===== src/rtl/control_unit.sv =====
// Decode and control block for the 8-bit multi-cycle CPU.
// Combinational strobe/next-state decode plus a sticky halted flag.
module control_unit (
  input  logic       clk,
  input  logic       reset,
  input  logic [7:0] instr,
  input  logic [2:0] state,
  input  logic       zf,
  output logic [2:0] next_state,
  output logic       pc_we,
  output logic       pc_sel,
  output logic       pc_jmp_sel,
  output logic [3:0] pc_offset,
  output logic       addr_sel,
  output logic [3:0] addr_offset,
  output logic       mem_sel,
  output logic       mem_we,
  output logic [2:0] alu_opcode,
  output logic       alu_sel_a,
  output logic       alu_sel_b,
  output logic       alu_we,
  output logic       zf_we,
  output logic       ir_we,
  output logic       a_sel,
  output logic       a_we,
  output logic       b_sel,
  output logic       b_we,
  output logic       halt
);

  typedef enum logic [2:0] {
    FETCH      = 3'b000,
    DECODE     = 3'b001,
    EXECUTE    = 3'b010,
    MEMORY     = 3'b011,
    WRITEBACK  = 3'b100,
    HALT_STATE = 3'b101,
    IDLE       = 3'b110,
    UNUSED     = 3'b111
  } state_t;

  typedef enum logic [2:0] {
    OP_NOP   = 3'b000,
    OP_ALU   = 3'b001,
    OP_ADDI  = 3'b010,
    OP_LOAD  = 3'b011,
    OP_STORE = 3'b100,
    OP_JMP   = 3'b101,
    OP_JZ    = 3'b110,
    OP_HLT   = 3'b111
  } opcode_t;

  state_t     cur;
  opcode_t    op;
  logic       reg_b;
  logic [3:0] imm4;
  logic       is_alu;
  logic       halted;

  assign cur    = state_t'(state);
  assign op     = opcode_t'(instr[7:5]);
  assign reg_b  = instr[4];
  assign imm4   = instr[3:0];
  assign is_alu = (op == OP_ALU) || (op == OP_ADDI);

  // The state register lives outside; the only local storage is this flag.
  always_ff @(posedge clk or posedge reset) begin
    if (reset)
      halted <= 1'b0;
    else if (cur == HALT_STATE)
      halted <= 1'b1;
  end

  always_comb begin
    next_state = FETCH;
    if (!reset) begin
      case (cur)
        FETCH:      next_state = DECODE;
        DECODE:     next_state = (op == OP_NOP) ? IDLE :
                                 (op == OP_HLT) ? HALT_STATE : EXECUTE;
        EXECUTE:    next_state = is_alu ? WRITEBACK :
                                 (op == OP_LOAD || op == OP_STORE) ? MEMORY : IDLE;
        MEMORY:     next_state = (op == OP_LOAD) ? WRITEBACK : IDLE;
        WRITEBACK:  next_state = IDLE;
        HALT_STATE: next_state = HALT_STATE;
        IDLE:       next_state = FETCH;
        default:    next_state = FETCH;
      endcase
    end
  end

  always_comb begin
    pc_we       = 1'b0;
    pc_sel      = 1'b0;
    pc_jmp_sel  = 1'b0;
    pc_offset   = '0;
    addr_sel    = 1'b0;
    addr_offset = '0;
    mem_sel     = 1'b0;
    mem_we      = 1'b0;
    alu_opcode  = '0;
    alu_sel_a   = 1'b0;
    alu_sel_b   = 1'b0;
    alu_we      = 1'b0;
    zf_we       = 1'b0;
    ir_we       = 1'b0;
    a_sel       = 1'b0;
    a_we        = 1'b0;
    b_sel       = 1'b0;
    b_we        = 1'b0;
    halt        = 1'b0;
    if (!reset) begin
      halt = (cur == HALT_STATE) || halted;
      case (cur)
        FETCH: begin
          ir_we = 1'b1;
          pc_we = 1'b1;
        end
        EXECUTE: begin
          case (op)
            OP_ALU: begin
              alu_opcode = instr[2:0];
              alu_we     = 1'b1;
              zf_we      = 1'b1;
            end
            OP_ADDI: begin
              alu_sel_a = reg_b;
              alu_sel_b = 1'b1;
              alu_we    = 1'b1;
              zf_we     = 1'b1;
            end
            OP_JMP: begin
              pc_we     = 1'b1;
              pc_sel    = 1'b1;
              pc_offset = imm4;
            end
            OP_JZ: begin
              pc_we      = zf;
              pc_sel     = 1'b1;
              pc_jmp_sel = 1'b1;
              pc_offset  = imm4;
            end
            default: ;
          endcase
        end
        MEMORY: begin
          addr_sel    = 1'b1;
          addr_offset = imm4;
          if (op == OP_STORE) begin
            mem_we  = 1'b1;
            mem_sel = reg_b;
          end
        end
        WRITEBACK: begin
          if (is_alu || op == OP_LOAD) begin
            a_we  = ~reg_b;
            b_we  = reg_b;
            a_sel = (op == OP_LOAD);
            b_sel = (op == OP_LOAD);
          end
        end
        default: ;
      endcase
    end
  end

endmodule


===== config.mk =====
export PLATFORM = sky130hd
export DESIGN_NAME = control_unit
export DESIGN_NICKNAME = d
export VERILOG_FILES = /design/src/rtl/control_unit.sv
export SDC_FILE = /design/constraint.sdc
export NUM_CORES = 1
export LEC_CHECK = 0
export BUFFER_PORTS_ARGS = -buffer_cell sky130_fd_sc_hd__buf_2
export CORE_MARGIN = 4
export CORE_UTILIZATION = 29
export CTS_BUF_LIST = sky130_fd_sc_hd__clkbuf_4 sky130_fd_sc_hd__clkbuf_8
export DETAILED_ROUTE_END_ITERATION = 8
export SYNTH_ARGS = -nofsm -noshare
export SYNTH_HDL_FRONTEND = slang
export SYNTH_SLANG_ARGS = --single-unit
export TNS_END_PERCENT = 50

===== constraint.sdc =====
create_clock -name clk -period 3 [get_ports clk]
set_input_delay 0.15 -clock clk [delete_from_list [all_inputs] [get_ports clk]]
set_output_delay 0.15 -clock clk [all_outputs]
set_load 0.005 [all_outputs]

==> flow_summary.ini <==
[logic_synthesis]
yosys.area.top_type = and2_1
yosysSeqAreaShare_pct = 4.88
synth_top_area_share_pct = 13.4
yosys_warnings = 0
synth-seq-cells = 1
async_reset_ff_share_pct = 100
netlist_instances = 71
synth_ff_type = dfrtp_1
ys_types = 33
synth.avg_cell_area_um2 = 7.23
syn_nets = 85
yosys-top-cells-area = and2_1, and3_1, buf_6, a2111oi_2, nor2_1
synth.cell_area_um2 = 513
synth_edf_count = 0

[route]
drt_pass1_iterations = 2
vias = 620
drtIter0Drc = 8
avgViaCountPerCell = 4.73
routedWlPerCell_um = 11.4
ant_nets = 0
drc = 0
drt-total-wl_um = 1490

[layout]
final_area_um2 = 697
n_antenna_cell = 0
drive_above_1_share_pct = 50.5
largest_register_ffs = 1
top_register = halted
final_cell_mix = buf_2, and2_1, nor2_1
nNetsFinal = 123
syn_to_final_growth_pct = 35.9
final_common_cell = buf_2
top_regs = halted: 1 flops

[worst_setup_path]
critical_path_class = in -> out
timing.critical_path.slowest_cell_delay_ps = 360
critPathMaxFanout = 6
crit_top_cell = buf_2
crit_buf_inv = 2
crit_chain = buf_2 > nor2_2 > and2_4 > o21ai_2 > a2111oi_2 > buf_2
r2r_setup_slack_ps = 2310
endpoint_kind = primary output
required_ps = 2850
cpLargestDelayFamily = compound AO/OA/AOI/OAI gates
critPathSlowestCell = a2111oi_2
startpoint_type = primary input
arrival_ps = 1280

[die]
die_h_um = 50.1
ios = 44
coreArea_um2 = 1590
dieArea_um2 = 2510
start_util_pct = 32.2
fp-row-count = 14
fp.dieW_um = 50.1

[placed_design]
place.gp.congestion = 0.793
place_hpwl_um = 1250
dpl_cell_area_um2 = 697
portBuffers = 43

[grt]
grt_pass1_wl_um = 2380
antenna_found_initial = 0
grt_remaining_overflow = 0
grt_pass1_vias = 547
grt_usage_pct = 11.2
grt_max_degree = 13

[timing]
rsz0062_at_grt = false
slew_violations = 0
clock_skew_ps = 0
finalSetupViolCount = 0
finalHoldViolations = 0
hold_ws_ps = 104
finalSetupTns_ps = 0
post-route-period-util_pct = 47.8
layout_min_cycle_time_ps = 1430
worstMarginPinSlew_ps = 343
relSlewSlack_pct = 77.0
fmax_ghz = 0.698

[power_and_ir_drop]
power_density_nw_per_um2 = 105
ir_drop_v = 0.0000735
leakage_nw = 0.399

[clock_network]
cts_setup_buffers = 0
insertion_delay_ps = 0
cts.reportedPaths.clkPinSlew_ps = 0
ctsResizeCount = 0
cts-hold-fix-buffers = 0

[run_status]
status = finished clean

[job]
cap_violations = 0

[min_path]
hp-class = in -> async
## cell usage after synthesis, types with 2 or more instances
cell        n
and2_1     11
nor2_1      7
and3_1      6
inv_1       4
a21oi_1     3
buf_4       3
buf_6       3
nand2_1     3
nor2b_1     3
a2111oi_2   2
a211oi_1    2
nor4_1      2
or3_1       2
## final timing paths
path,to,depth (start not counted),from
setup / recovery,next_state[0],6,instr[5]
hold / removal,halted,2,reset
setup reg to reg,halted,1,halted
hold reg to reg,halted,1,halted
max in group asynchronous,halted,2,reset
min in group clk,halted,1,halted
## final cells by class
type                       count  area, µm²
fill                         172        897
multi-input combinational     58        408
timing repair buffer          43        215
tap                           24       30.0
sequential                     1       25.0
inverter                       5       18.8
## stage by stage
step	util, %	cells	setup slack, ps	total power [W]
5_1_grt	43.7	131	1450	0.0000795
3_5_place_dp	43.7	131	1570	0.0000734
2_1_floorplan	-	71	1730	0.0000553
6_report	43.7	131	1570	0.0000731
3_3_place_gp	43.7	131	1560	0.0000726
4_1_cts	43.7	131	1560	0.0000738
## layer usage
metal / routed length [µm] / vias up / GRT usage [%]
met5: 0 / - / 0
met4: 0 / 0 / 0
met3: 202 / 0 / 3.01
met2: 648 / 35 / 20.0
met1: 638 / 264 / 13.9
li1: - / 321 / -
## cells by family after synthesis
group | after synthesis | synth area share [%]
simple gates | 44 | 56.6
flops | 1 | 4.88
buf+inv | 12 | 15.6
compound gates | 14 | 22.9
## where the power goes
group          internal (W)  leakage (nW)  switching [W]   total, W
logic             0.0000242         0.390      0.0000351  0.0000593
registers         0.0000138       0.00875   0.0000000130  0.0000138
clock network             0             0              0          0
total             0.0000380         0.399      0.0000351  0.0000731
(Power assumes the default switching activity.)
